### src/rtl/ext_uart_responder.sv
// Byte console on the extended bus: reads at RD_ADDR pop the RX holding register, writes at WR_ADDR feed an 8N1 TX FIFO.
// Start bit leaves one cycle after a push into an idle transmitter; ext_ready stalls reads while RX is empty and writes while the FIFO is full.
module ext_uart_responder #(
  parameter int          CLKS_PER_BIT  = 434,
  parameter int          TX_DEPTH_LOG2 = 2,
  parameter logic [19:0] RD_ADDR       = 20'h10100,
  parameter logic [19:0] WR_ADDR       = 20'h10200
) (
  input  logic        clk,
  input  logic        rst,
  input  logic [19:0] ext_addr,
  input  logic        ext_rw,
  input  logic        ext_strobe,
  input  logic [7:0]  ext_wdata,
  output logic [7:0]  ext_rdata,
  output logic        ext_ready,
  input  logic        uart_rx,
  output logic        uart_tx
);

  localparam int DEPTH = 1 << TX_DEPTH_LOG2;
  localparam int PW    = TX_DEPTH_LOG2 + 1;
  localparam int CW    = $clog2(CLKS_PER_BIT);
  localparam logic [CW-1:0] CNT_LAST = CW'(CLKS_PER_BIT - 1);
  localparam logic [CW-1:0] CNT_HALF = CW'(CLKS_PER_BIT / 2);
  localparam logic [CW-1:0] CNT_ONE  = CW'(1);
  localparam logic [PW-1:0] PTR_ONE  = PW'(1);
  localparam logic [PW-1:0] PTR_FULL = PW'(DEPTH);

  typedef enum logic [1:0] {S_IDLE, S_START, S_DATA, S_STOP} state_t;

  logic [7:0]    mem_q [DEPTH];
  logic [7:0]    mem_d [DEPTH];
  logic [PW-1:0] wr_ptr_q, wr_ptr_d, rd_ptr_q, rd_ptr_d;
  state_t        tx_state_q, tx_state_d, rx_state_q, rx_state_d;
  logic [CW-1:0] tx_cnt_q, tx_cnt_d, rx_cnt_q, rx_cnt_d;
  logic [2:0]    tx_bit_q, tx_bit_d, rx_bit_q, rx_bit_d;
  logic [7:0]    tx_sh_q, tx_sh_d, rx_sh_q, rx_sh_d;
  logic          tx_q, tx_d;
  logic [1:0]    rx_sync_q, rx_sync_d;
  logic [7:0]    rx_hold_q, rx_hold_d;
  logic          rx_full_q, rx_full_d;

  logic rd_hit, wr_hit, rd_done, push, tx_pop, fifo_empty, fifo_full, rx_in, rx_byte_vld;

  assign rd_hit     = ext_strobe & ext_rw & (ext_addr == RD_ADDR);
  assign wr_hit     = ext_strobe & ~ext_rw & (ext_addr == WR_ADDR);
  assign fifo_empty = (wr_ptr_q == rd_ptr_q);
  assign fifo_full  = ((wr_ptr_q ^ rd_ptr_q) == PTR_FULL);
  assign ext_ready  = ~((rd_hit & ~rx_full_q) | (wr_hit & fifo_full));
  assign ext_rdata  = rd_hit ? rx_hold_q : 8'h00;
  assign rd_done    = rd_hit & rx_full_q;
  assign push       = wr_hit & ~fifo_full;
  assign uart_tx    = tx_q;
  assign rx_in      = rx_sync_q[1];
  assign rx_sync_d  = {rx_sync_q[0], uart_rx};

  always_comb begin
    mem_d    = mem_q;
    wr_ptr_d = wr_ptr_q;
    rd_ptr_d = rd_ptr_q;
    if (push) begin
      mem_d[wr_ptr_q[TX_DEPTH_LOG2-1:0]] = ext_wdata;
      wr_ptr_d = wr_ptr_q + PTR_ONE;
    end
    if (tx_pop) rd_ptr_d = rd_ptr_q + PTR_ONE;
  end

  // Transmitter: the single IDLE cycle between frames is where the FIFO is popped.
  always_comb begin
    tx_state_d = tx_state_q;
    tx_cnt_d   = tx_cnt_q;
    tx_bit_d   = tx_bit_q;
    tx_sh_d    = tx_sh_q;
    tx_d       = tx_q;
    tx_pop     = 1'b0;
    case (tx_state_q)
      S_IDLE: begin
        tx_d = 1'b1;
        if (!fifo_empty) begin
          tx_pop     = 1'b1;
          tx_sh_d    = mem_q[rd_ptr_q[TX_DEPTH_LOG2-1:0]];
          tx_cnt_d   = '0;
          tx_d       = 1'b0;
          tx_state_d = S_START;
        end
      end
      S_START: begin
        if (tx_cnt_q == CNT_LAST) begin
          tx_cnt_d   = '0;
          tx_bit_d   = 3'd0;
          tx_d       = tx_sh_q[0];
          tx_state_d = S_DATA;
        end else tx_cnt_d = tx_cnt_q + CNT_ONE;
      end
      S_DATA: begin
        if (tx_cnt_q == CNT_LAST) begin
          tx_cnt_d = '0;
          if (tx_bit_q == 3'd7) begin
            tx_d       = 1'b1;
            tx_state_d = S_STOP;
          end else begin
            tx_bit_d = tx_bit_q + 3'd1;
            tx_sh_d  = {1'b0, tx_sh_q[7:1]};
            tx_d     = tx_sh_q[1];
          end
        end else tx_cnt_d = tx_cnt_q + CNT_ONE;
      end
      S_STOP: begin
        if (tx_cnt_q == CNT_LAST) begin
          tx_cnt_d   = '0;
          tx_state_d = S_IDLE;
        end else tx_cnt_d = tx_cnt_q + CNT_ONE;
      end
      default: tx_state_d = S_IDLE;
    endcase
  end

  // Receiver: a framing error drops straight back to IDLE without waiting for the line to idle.
  always_comb begin
    rx_state_d  = rx_state_q;
    rx_cnt_d    = rx_cnt_q;
    rx_bit_d    = rx_bit_q;
    rx_sh_d     = rx_sh_q;
    rx_byte_vld = 1'b0;
    case (rx_state_q)
      S_IDLE: begin
        if (!rx_in) begin
          rx_cnt_d   = '0;
          rx_state_d = S_START;
        end
      end
      S_START: begin
        if (rx_cnt_q == CNT_HALF) begin
          rx_cnt_d   = '0;
          rx_bit_d   = 3'd0;
          rx_state_d = rx_in ? S_IDLE : S_DATA;
        end else rx_cnt_d = rx_cnt_q + CNT_ONE;
      end
      S_DATA: begin
        if (rx_cnt_q == CNT_LAST) begin
          rx_cnt_d = '0;
          rx_sh_d  = {rx_in, rx_sh_q[7:1]};
          if (rx_bit_q == 3'd7) rx_state_d = S_STOP;
          else rx_bit_d = rx_bit_q + 3'd1;
        end else rx_cnt_d = rx_cnt_q + CNT_ONE;
      end
      S_STOP: begin
        if (rx_cnt_q == CNT_LAST) begin
          rx_cnt_d    = '0;
          rx_byte_vld = rx_in;
          rx_state_d  = S_IDLE;
        end else rx_cnt_d = rx_cnt_q + CNT_ONE;
      end
      default: rx_state_d = S_IDLE;
    endcase
  end

  // A read completing on the delivery edge frees the register for the new byte.
  always_comb begin
    rx_hold_d = rx_hold_q;
    rx_full_d = rx_full_q;
    if (rd_done) rx_full_d = 1'b0;
    if (rx_byte_vld && (!rx_full_q || rd_done)) begin
      rx_hold_d = rx_sh_q;
      rx_full_d = 1'b1;
    end
  end

  always_ff @(posedge clk or posedge rst) begin
    if (rst) begin
      for (int i = 0; i < DEPTH; i++) mem_q[i] <= 8'h00;
      wr_ptr_q   <= '0;
      rd_ptr_q   <= '0;
      tx_state_q <= S_IDLE;
      tx_cnt_q   <= '0;
      tx_bit_q   <= 3'd0;
      tx_sh_q    <= 8'h00;
      tx_q       <= 1'b1;
      rx_sync_q  <= 2'b11;
      rx_state_q <= S_IDLE;
      rx_cnt_q   <= '0;
      rx_bit_q   <= 3'd0;
      rx_sh_q    <= 8'h00;
      rx_hold_q  <= 8'h00;
      rx_full_q  <= 1'b0;
    end else begin
      mem_q      <= mem_d;
      wr_ptr_q   <= wr_ptr_d;
      rd_ptr_q   <= rd_ptr_d;
      tx_state_q <= tx_state_d;
      tx_cnt_q   <= tx_cnt_d;
      tx_bit_q   <= tx_bit_d;
      tx_sh_q    <= tx_sh_d;
      tx_q       <= tx_d;
      rx_sync_q  <= rx_sync_d;
      rx_state_q <= rx_state_d;
      rx_cnt_q   <= rx_cnt_d;
      rx_bit_q   <= rx_bit_d;
      rx_sh_q    <= rx_sh_d;
      rx_hold_q  <= rx_hold_d;
      rx_full_q  <= rx_full_d;
    end
  end

endmodule

### config.mk
export PLATFORM = sky130hd
export DESIGN_NAME = ext_uart_responder
export DESIGN_NICKNAME = d
export VERILOG_FILES = /design/src/rtl/ext_uart_responder.sv
export SDC_FILE = /design/constraint.sdc
export NUM_CORES = 1
export LEC_CHECK = 0
export CAP_MARGIN = 20
export CORE_ASPECT_RATIO = 2
export CORE_MARGIN = 1
export CORE_UTILIZATION = 45
export DETAILED_ROUTE_END_ITERATION = 10
export SLEW_MARGIN = 10
export SYNTH_ARGS = -nofsm -noshare
export SYNTH_HDL_FRONTEND = slang
export SYNTH_SLANG_ARGS = --single-unit
export TNS_END_PERCENT = 5
### constraint.sdc
create_clock -name clk -period 3.6 [get_ports clk]
set_input_delay 0.72 -clock clk [delete_from_list [all_inputs] [get_ports clk]]
set_output_delay 0.72 -clock clk [all_outputs]
set_load 0.01 [all_outputs]
Word-level counts from Yosys, hierarchy flattened --
Cells that the tools add are included.
Cells by class: multiplexer cells 50, eq/ne operators 27, reduce and logical (&&, ||, !) cells 20, bitwise logic cells 16, add/subtract/negate cells 6, $lt $le $gt $ge 3
Operator list (count):
- 2-to-1 mux 8 bit | 7
- 2-to-1 mux 9 bit | 5
- equality test 20 x 17 -> 1 bit (second input constant) | 2
- bitwise mux 32 bit | 1
- one-hot mux 9 bit (3 select lines) | 1
- != test 2 bit (second input constant) | 12
- 2-to-1 mux 2 bit | 11
- adder 9 x 1 -> 9 bit (second input constant) | 2
- equality test 9 bit (second input constant) | 2
- 2-to-1 mux 3 bit | 6
- one-hot mux 9 bit (2 select lines) | 1
- binary-select mux 8 bit (select 2 bit) | 1
- demux 8 bit (select 2 bit) | 1
- one-hot mux 2 bit (4 select lines) | 2
- one-hot mux 8 bit (2 select lines) | 1
- adder 3 x 1 -> 3 bit (second input constant) | 4
- one-hot mux 3 bit (2 select lines) | 2
- AND reduction 4 bit | 3
- 2-to-1 mux 1 bit | 10
- AND reduction 5 bit | 2
- equality test 3 bit (second input constant) | 3
- equality test 9 x 8 -> 1 bit (second input constant) | 1
- AND 1 bit | 8
- equality test 2 bit (second input constant) | 4
- other kinds (19) | 30
Word-level totals: word-level logic and storage cells 140, output and inout port bits 10, input port bits 33, register bits after elaboration 94

Depth between registers and ports, before layout --
Gate-level depths: netlist of the first run.
depth in word-level cells 6, mapped depth 8, mapped depth without buffers 7

Least setup slack after synthesis of the first run --
Ideal clock, no wire load.
path type in2out, start input ext_addr[13], end output ext_rdata[0], stages 5, arrival time 1.949 ns, data required time 2.880 ns, path slack 0.931 ns, buffers on the path 1, cell sequence nor4b_1 > nand3_1 > nor4_1 > clkbuf_1 > and2_1
Between the ends: cells in the longest elaborated chain, start to end 3
RTL lines:
- from (decl) | line 11 | input logic [19:0] ext_addr,
- equality test 20 x 17 -> 1 bit | line 46 | assign rd_hit = ext_strobe & ext_rw & (ext_addr == RD_ADDR);
- AND 1 bit | line 46
- 2-to-1 mux 8 bit | line 51 | assign ext_rdata = rd_hit ? rx_hold_q : 8'h00;
- to (decl) | line 15 | output logic [7:0] ext_rdata,
Every way passes these cells.

Worst setup path after layout of the first run --
start input ext_addr[4], end output ext_rdata[6]
The elaborated chain is that of the path after synthesis.

==> results of run 1 <==
cell families (layout without fill, tap and decap cells):
| family | count (synthesis) | after routing | share of synthesized area |
|---|---|---|---|
| simple gates | 103 | 103 | 0.123 |
| fa+ha+maj | 18 | 18 | 0.0483 |
| buf+inv | 28 | 82 | 0.0266 |
| xor+xnor | 8 | 8 | 0.0150 |
| compound gates | 71 | 71 | 0.0961 |
| mux | 68 | 68 | 0.186 |
| flops | 94 | 94 | 0.505 |
per-stage QoR:
stage	instance area, um2	hold WS, ps	total power [mW]	worst slack (ps)
2_1_floorplan	4660	345	1.29	436
3_3_place_gp	5260	348	1.37	157
3_5_place_dp	5260	350	1.37	152
4_1_cts	5570	361	2.38	140
5_1_grt	5610	364	2.45	-4.14
6_report	5610	359	2.35	170
critical path, delay by kind of cell:
kind,cells,cell delay (ps)
and+or+nand+nor,4,830
buffers and inverters,3,1150
registers in the layout (all words and copies together) (netlist names), named ones only:
| register | flops |
|---|---|
| mem_q | 32 |
| rx_cnt_q | 9 |
| tx_cnt_q | 9 |
| rx_hold_q | 8 |
| rx_sh_q | 8 |
| tx_sh_q | 8 |
| rd_ptr_q | 3 |
| rx_bit_q | 3 |
| tx_bit_q | 3 |
| wr_ptr_q | 3 |
| rx_sync_q | 2 |
| tx_state_q | 2 |
| rx_full_q | 1 |
| rx_state_q | 1 |
| uart_tx | 1 |
Yosys cell counts, types with 4 or more instances:
library cell	n	area, um2
a21oi_1	9	45.0
a22o_1	5	43.8
a31oi_1	10	62.6
and2_1	9	56.3
and3_1	7	43.8
clkbuf_1	7	26.3
dfrtp_1	91	2280
ha_1	18	225
inv_1	15	56.3
mux2_2	50	563
mux2i_1	10	100
mux4_1	6	158
nand2_1	28	105
nand2_2	4	25.0
nand2b_1	5	31.3
nand3_1	7	35.0
nor2_1	16	60.1
nor3_1	5	25.0
o21ai_0	30	150
xnor2_1	5	43.8
power breakdown:
group | switching [mW] | internal (mW) | leakage, nW
logic | 0.106 | 0.111 | 1.17
clock network | 0.442 | 0.556 | 0.154
registers | 0.0470 | 1.09 | 1.25
per-layer routing:
layer	global-route usage	part of all wire	vias to the layer above
met2	0.328	0.54	56
met1	0.214	0.42	1556
met5	0	0	-
li1	-	-	1518
met4	0.0731	0.018	0
met3	0.0381	0.029	12
timing repair:
item | CTS | global route
setup buffers | 0 | 1
endpoints found under the setup margin | 0 | 9
gates resized for setup | 0 | 5
how the worst max path moves through the flow:
stage | depth (start not counted) | slack, ps | to
5_1_grt | 7 | -4 | ext_rdata[7]
3_5_place_dp | 7 | 150 | ext_rdata[6]
3_3_place_gp | 7 | 160 | ext_rdata[0]
2_1_floorplan | 1 | 440 | asynchronous set/reset pin
6_report | 7 | 170 | ext_rdata[6]
4_1_cts | 7 | 140 | ext_rdata[6]
cell usage in the layout, fill, tap and decap left out, drive strengths merged, types with 5 or more instances in the layout:
cell / netlist / routed
o21ai: 30 / 30
buf: 6 / 9
a21oi: 9 / 9
inv: 15 / 18
and3: 7 / 7
xnor2: 5 / 5
and2: 9 / 9
clkbuf: 7 / 9
clkdlybuf4s50: 0 / 42
nor2: 16 / 16
a31oi: 10 / 10
nand3: 8 / 8
a22o: 5 / 5
nand2b: 5 / 5
nand2: 32 / 32
ha: 18 / 18
mux2: 50 / 50
mux4: 8 / 8
nor4: 5 / 5
nor3: 5 / 5
dfrtp: 91 / 91
mux2i: 10 / 10
final cells by class:
| type | count | area [um2] | area share |
|---|---|---|---|
| Timing Repair Buffer | 51 | 500 | 0.0892 |
| Tap cell | 135 | 169 | 0.0301 |
| Inverter | 15 | 57.6 | 0.0103 |
| Clock buffer | 9 | 225 | 0.0401 |
| Clock inverter | 7 | 87.6 | 0.0156 |
| Sequential cell | 94 | 2360 | 0.420 |
| Multi-Input combinational cell | 268 | 2210 | 0.395 |
==> run metrics, run 1 <==
Clock Latency Late Sink=around 350 ps; number of diodes=0; TritonCTS clock tree=done; Layout Utilization=0.556; DIE AREA=0.0108 mm2; Mapped Cells=390; final hold vios=0; reg-to-reg endpoint=rx_hold_q[5]; filler cell count in the final layout=879; ys async rst share=1.00; Core ar.=around 0.010 mm2; fin crit period=approximately 3400 ps; Seq cells post-synth=94; H-tree depth=3; clock sinks=94; dpl cells=562; fraction of layout cells with a size suffix above 1=0.214; Post-synth EDFFs=0; leakage power=between 2 and 3 nW; Hold Startpoint=rx_sync_q[0]; final WL=around 9 mm; WP data required=~2900 ps; CTS root buf=clkbuf_16; clk buf depth=2; Netlist cell types=53; CP Launch Point=ext_addr[4]; largest net degree at the start of global routing=41; first-pass GRT wire length=15.3 mm; Via density=between 5 and 6; Setup Crit Path Kind=primary input to output pin; gpl congestion=0.753; Setup-failing EPs final=0; worst slew pin tran=between 600 and 700 ps; Worst R2R Path Depth=7; Largest stage delay, worst path=530 ps; ANT nets after route=0; Slowest-stage cell, CP=clkdlybuf4s50_1; Fmax=between 0.2 and 0.3 GHz; outcome=completed; DRC=0; GRT Util Overall=0.187; setup TNS=0 ps; r2r setup slk=~1100 ps; syn_nets=approximately 440; 1st-pass router iterations=4; Ports=43; syn avg cell area=12.0 um2; Die W=74.0 um; hpwl dp=roughly 6.3 mm; drt first-iter violations=109; yosys warns=0; starting density of the core=0.462; Worst Hold Path EP=rx_sync_q[1]; Max VDD drop=0.243 mV; Final Instance Count excl. Fillers=slightly below 600; hold buffers post-CTS=0; hold path cells=0; Max Clock Skew=between 7 and 8 ps; max-slew violations=0; wire per inst=~16 um; Seq/Total Area, Yosys=0.505; Max-slew headroom=0.556; P per Cell Area=roughly 420 mW/mm2; gr ovfl total=0; Critical Path Start Type=primary input; Hold Crit Class=register to register; Vias=approximately 3,100; Row Count=52; die height=about 150 um; period utilisation layout=0.953; port bufs=42; Main synth FF type=dfrtp_1; Mapped Area=0.00466 mm2; WP data arrival=2710 ps; vias in the first global route=about 3,300; Crit Reg-Reg Startpoint=rx_cnt_q[1]; Nets=490; area grow syn2layout=20.3%; initial antenna violation count=0; CTS Buf Count=9; maximum fanout along the worst path=10; Clk pin slew, worst setup/hold paths=around 70 ps; critical path, cell by cell=clkdlybuf4s50_1 > nor4_2 > nand3_1 > nor4_2 > buf_4 > and2_1 > clkdlybuf4s50_1; Crit. End Element=output pin; max capacitance violation total=0
Power figures use the tool's default switching activity.
==> inputs of run 2 (changes only) <==
- CORE_UTILIZATION: 45 -> 24
==> run 2 against run 1 <==
Against the previous run:
- cell count is 21% higher
- non-clock buffer count unchanged
- design area increased by 1.9%
- utilization fell by 25 points
- clock skew is 2.8 ps higher
- setup slack gained 64 ps
- largest cell class unchanged
- highest routed layer unchanged
==> run metrics, run 2 (synthesis results as in run 1) <==
hold path cells=0 (unchanged); DP Area=0.00542 mm2 (+3.0%); P per Cell Area=393 mW/mm2 (-6.1%); Reg with most FFs=mem_q; starting density of the core=0.246 (-0.216); Ports=43 (unchanged); clock sinks=94 (unchanged); post-route cell area=0.00572 mm2 (+1.9%); drt first-iter violations=92 (-16%); Core ar.=0.0189 mm2 (+88%); WP data arrival=2650 ps (-60 ps); Clk pin slew, worst setup/hold paths=70 ps (about the same); fraction of layout cells with a size suffix above 1=0.209 (-0.00450); 1st-pass router iterations=4 (unchanged); worst slew pin tran=770 ps (+104 ps); outcome=completed; fin crit period=3370 ps (-64.4 ps); Setup-failing EPs final=0 (unchanged); CTS root buf=clkbuf_16; Fmax=0.297 GHz (+1.9%); leakage power=2.55 nW (-0.85%); Sw Pwr=0.570 mW (-4.2%); max FFs per register=32 (unchanged); DIE AREA=0.0200 mm2 (+85%); Clock power frac=0.401 (-0.024); Comb pwr share=0.097 (+0.004); Max-slew headroom=0.487 (-0.0689); Via density=4.49 (-17%); initial antenna violation count=0 (unchanged); vias in the first global route=3,350 (+1.8%); biggest regs=mem_q: 32 flops, rx_cnt_q: 9 flops, tx_cnt_q: 9 flops; Critical Path Start Type=primary input; Worst Hold Path EP=rx_sync_q[1]; hold buffers post-CTS=0 (unchanged); hpwl dp=7.03 mm (+11%); Nets=490 (unchanged); gpl congestion=0.733 (-2.7%); RSZ-0062 raised after global routing=no; die height=199 um (+36%); DRC=0 (unchanged); port bufs=42 (unchanged); area grow syn2layout=22.6%; PnR worst setup slack=235 ps (+64.4 ps); Clock Latency Late Sink=340 ps (about the same); Max VDD drop=0.280 mV (+15%); Max Clock Skew=9.94 ps (+2.78 ps); GRT Util Overall=0.0999 (-0.0868); internal cell power=1.68 mW (-4.4%); max capacitance violation total=0 (unchanged); Switching Fraction=0.254 (+0.000448); WP data required=2880 ps (about the same); maximum fanout along the worst path=11 (+1); most frequent cells in the layout=dfrtp_1 (91), mux2_2 (50), clkdlybuf4s50_1 (42), o21ai_0 (30), nand2_1 (28); Hold Startpoint=rx_sync_q[0]; clk buf depth=2 (unchanged); max-slew violations=0 (unchanged); reg-to-reg endpoint=rx_hold_q[1]; CTS Buf Count=9 (unchanged); number of diodes=0 (unchanged); ANT nets after route=0 (unchanged); Worst R2R Path Depth=7 (unchanged); Crit. End Element=output pin; r2r setup slk=1100 ps (about the same); Hold Crit Class=register to register; Vias=3,142 (unchanged); H-tree depth=3 (unchanged); final hold vios=0 (unchanged); period utilisation layout=0.935 (-0.0179); Die W=101 um (+36%); final WL=9.31 mm (+3.1%); TritonCTS clock tree=done; first-pass GRT wire length=15.8 mm (+3.0%); gr ovfl total=0 (unchanged); wire per inst=13.3 um (-15%); sequential power share=0.502 (+0.020); Setup Crit Path Kind=primary input to output pin; filler cell count in the final layout=1,923 (+120%); Crit Reg-Reg Startpoint=rx_cnt_q[1]; pre-CTS setup slack=-23.1 ps (-175 ps); Row Count=71 (+37%); most common cell after layout, fill and taps aside=dfrtp_1; largest net degree at the start of global routing=38 (-7.3%)
-- run 2: routing by layer --
metal  global-route usage  vias to the layer above  share of wire
met2                0.204                       47           0.59
met5                    0                        -              0
met1               0.0945                     1582           0.37
met4               0.0478                        0          0.019
li1                     -                     1507              -
met3               0.0115                        6          0.019
-- run 2: worst max-delay path by stage --
stage | depth (start not counted) | startpoint | end | slack (ps)
floorplan | 1 | rst | asynchronous set/reset pin | 440
global placement | 7 | ext_addr[13] | ext_rdata[2] | 30
detailed placement | 7 | ext_addr[1] | ext_rdata[0] | -20
CTS | 7 | ext_addr[1] | ext_rdata[0] | 70
global route | 7 | ext_addr[6] | ext_rdata[1] | 40
finish | 7 | ext_addr[1] | ext_rdata[0] | 230
-- run 2: cell type report --
| type | count | area, um2 | area share |
|---|---|---|---|
| flip-flops and latches | 94 | 2360 | 0.412 |
| multi-input cells | 268 | 2200 | 0.385 |
| repair buffers | 51 | 500 | 0.0875 |
| well taps | 255 | 319 | 0.0558 |
| clock buffers | 9 | 225 | 0.0394 |
| clock inverters | 7 | 57.6 | 0.0101 |
| inverters | 15 | 57.6 | 0.0101 |
-- run 2: power groups by stage --
stage / Combinational [mW] / Sequential [mW] / Clock, mW
final: 0.217 / 1.13 / 0.901
after global placement: 0.213 / 1.15 / 0
after CTS: 0.222 / 1.13 / 0.929
after detailed placement: 0.221 / 1.15 / 0
after global routing: 0.246 / 1.13 / 0.965
after floorplan: 0.166 / 1.13 / 0
-- run 2: worst max-delay path: stages --
cell and delay [ps]:
clkdlybuf4s50_1 410, nor4_2 280, nand3_1 190, nor4_2 170
buf_4 190, and2_1 130, clkdlybuf4s50_1 540
-- run 2: timing repair --
item,in CTS,in global routing
setup buffers,0,0
resized for setup,0,3
endpoints found under the setup margin,8,8
pin swaps,2,1
-- run 2: per-stage QoR --
| step | setup TNS, ps | hold WS (ps) | util | std cells | power (mW) |
|---|---|---|---|---|---|
| global placement | 0 | 347 | 0.286 | 683 | 1.36 |
| detailed placement | -33.0 | 348 | 0.286 | 683 | 1.37 |
| floorplan | 0 | 345 | - | 390 | 1.29 |
| CTS | 0 | 361 | 0.301 | 699 | 2.28 |
| global route | 0 | 366 | 0.302 | 699 | 2.34 |
| finish | 0 | 360 | 0.302 | 699 | 2.25 |
==> inputs of run 3 (changes only) <==
- ABC_AREA: default -> 0
- GPL_TIMING_DRIVEN: default -> 0
- PLACE_DENSITY: default -> 0.43
==> run 3 against run 2 <==
Against the previous run:
- combinational power rose by 18%
- utilization increased by 0.26 points
- sequential share of layout area shrank 0.35 points
- first-iteration DRC count shrank 6.5%
- sequential power barely moved
- clock power rose by 2.3%
- setup slack worse by 120 ps
- non-clock buffer count rose by 9
- critical path depth unchanged
==> run metrics, run 3 (synthesis results as in run 1) <==
outcome=completed; Via density=4.47 (-0.64%); RSZ-0062 raised after global routing=no; most frequent cells in the layout=dfrtp_1 (91), mux2_2 (50), clkdlybuf4s50_1 (41), o21ai_0 (30), nand2_1 (28); TritonCTS clock tree=done; 1st-pass router iterations=4 (unchanged); Layout Utilization=0.305 (+0.00258); Row Count=71 (unchanged); Setup Crit Path Kind=primary input to output pin; Final Instance Count excl. Fillers=708 (+1.3%); most common cell after layout, fill and taps aside=dfrtp_1; P per Cell Area=397 mW/mm2 (+1.1%); leakage power=2.58 nW (+1.0%); final hold vios=0 (unchanged); Core ar.=0.0189 mm2 (unchanged); Max VDD drop=0.211 mV (-25%); Die W=101 um (unchanged); port bufs=42 (unchanged); initial antenna violation count=0 (unchanged); PnR worst setup slack=119 ps (-115 ps); max capacitance violation total=0 (unchanged); period utilisation layout=0.967 (+0.0320); GRT Util Overall=0.114 (+0.0140); H-tree depth=3 (unchanged); CTS Buf Count=9 (unchanged); metal3 WL=175 um (+1.2%); hold slack=357 ps (-3.16 ps); hold buffers post-CTS=0 (unchanged); CTS root buf=clkbuf_16; Nets=499 (+1.8%); Switching Fraction=0.257 (+0.00345); first-pass GRT wire length=17.4 mm (+10%); DRC=0 (unchanged); Clock power frac=0.403 (+0.002); worst slew pin tran=609 ps (-161 ps); DIE AREA=0.0200 mm2 (unchanged); area grow syn2layout=23.7%; Crit. End Element=output pin; hpwl dp=7.75 mm (+10%); gpl congestion=0.741 (+1.1%); Sw Pwr=0.589 mW (+3.3%); fin crit period=3480 ps (+115 ps); Power Total=2.29 mW (+1.9%); Clk pin slew, worst setup/hold paths=70 ps (about the same); Comb pwr share=0.111 (+0.014); routed metal-1 wirelength=3.82 mm (+11%); die height=199 um (unchanged); max-slew violations=0 (unchanged); DR WL met2=6.15 mm (+11%); Ports=43 (unchanged); max FFs per register=32 (unchanged); biggest regs=mem_q: 32 flops, rx_cnt_q: 9 flops, tx_cnt_q: 9 flops; Max Clock Skew=13.7 ps (+3.73 ps); largest net degree at the start of global routing=59 (+55%); Hold Crit Class=register to register; clk buf depth=2 (unchanged); Clock Latency Late Sink=350 ps (about the same); Critical Path Start Type=primary input; fraction of layout cells with a size suffix above 1=0.208 (-0.00195); number of diodes=0 (unchanged); maximum fanout along the worst path=5 (-6); Fmax=0.287 GHz (-3.3%); wire per inst=14.6 um (+9.7%); WP data arrival=2760 ps (+110 ps); drt first-iter violations=86 (-6.5%); gr ovfl total=0 (unchanged); final WL=10.3 mm (+11%); Max-slew headroom=0.590 (+0.103); Setup-failing EPs final=0 (unchanged); ANT nets after route=0 (unchanged); Top Layer Used=met4; post-route cell area=0.00577 mm2 (+0.85%); DP Area=0.00543 mm2 (+0.30%); dpl cells=688 (+0.73%); Vias=3,162 (+0.64%); starting density of the core=0.246 (unchanged); WP data required=2880 ps (about the same); internal cell power=1.70 mW (+1.5%); setup TNS=0 ps (unchanged); vias in the first global route=3,421 (+2.1%); Reg with most FFs=mem_q; pre-CTS setup slack=-266 ps (-243 ps); sequential power share=0.486 (-0.016); clock sinks=94 (unchanged)
-- run 3: cell count changes in the layout (fill, tap and decap cells not counted), sizes merged --
cell	before	now
buf	9	11
clkbuf	9	17
clkdlybuf4s50	42	41
dlymetal6s2s	0	1
inv	17	16
-- run 3: worst paths after layout --
check | slack, ps | cells past startpoint | end | startpoint
setup / recovery | 120 | 7 | ext_rdata[1] | ext_addr[18]
hold / removal | 360 | 0 | rx_sync_q[1] | rx_sync_q[0]
setup reg to reg | 1240 | 8 | rx_hold_q[5] | rx_cnt_q[1]
hold reg to reg | 360 | 0 | rx_sync_q[1] | rx_sync_q[0]
max in group asynchronous | 2150 | 3 | uart_tx | rst
min in group asynchronous | 760 | 2 | tx_cnt_q[4] | rst
-- run 3: area by class of cell --
type / instances / area (um2)
fill: 1919 / 13200
sequential: 94 / 2360
multi-input combinational: 268 / 2200
timing repair buffer: 47 / 478
tap: 255 / 319
clock buffer: 10 / 239
buffer: 13 / 71.3
inverter: 15 / 58.8
clock inverter: 6 / 46.3
-- run 3: worst max-delay path, stage by stage --
cell and delay, ps:
clkdlybuf4s50_1 410, nor4b_1 290, nand2_1 170, nor4_4 290
clkbuf_4 220, and2_1 130, clkdlybuf4s50_1 530
-- run 3: power by group through the flow --
stage	clock (mW)	combinational (mW)	sequential (mW)
after detailed placement	0	0.263	1.13
final	0.922	0.255	1.11
after global placement	0	0.254	1.13
after floorplan	0	0.166	1.13
after CTS	0.954	0.265	1.11
after global routing	0.988	0.284	1.12
-- run 3: layer usage --
| metal | global-route usage | vias up |
|---|---|---|
| li1 | - | 1535 |
| met3 | 0.0189 | 8 |
| met4 | 0.0483 | 0 |
| met2 | 0.228 | 18 |
| met5 | 0 | - |
| met1 | 0.111 | 1601 |
-- run 3: what timing repair did --
action | in CTS | in global routing
pin swaps | 2 | 2
cloned | 1 | 0
setup endpoints to repair | 9 | 9
hold endpoints to repair | 0 | 0
resized for setup | 4 | 2
buffers inserted | 2 | 1
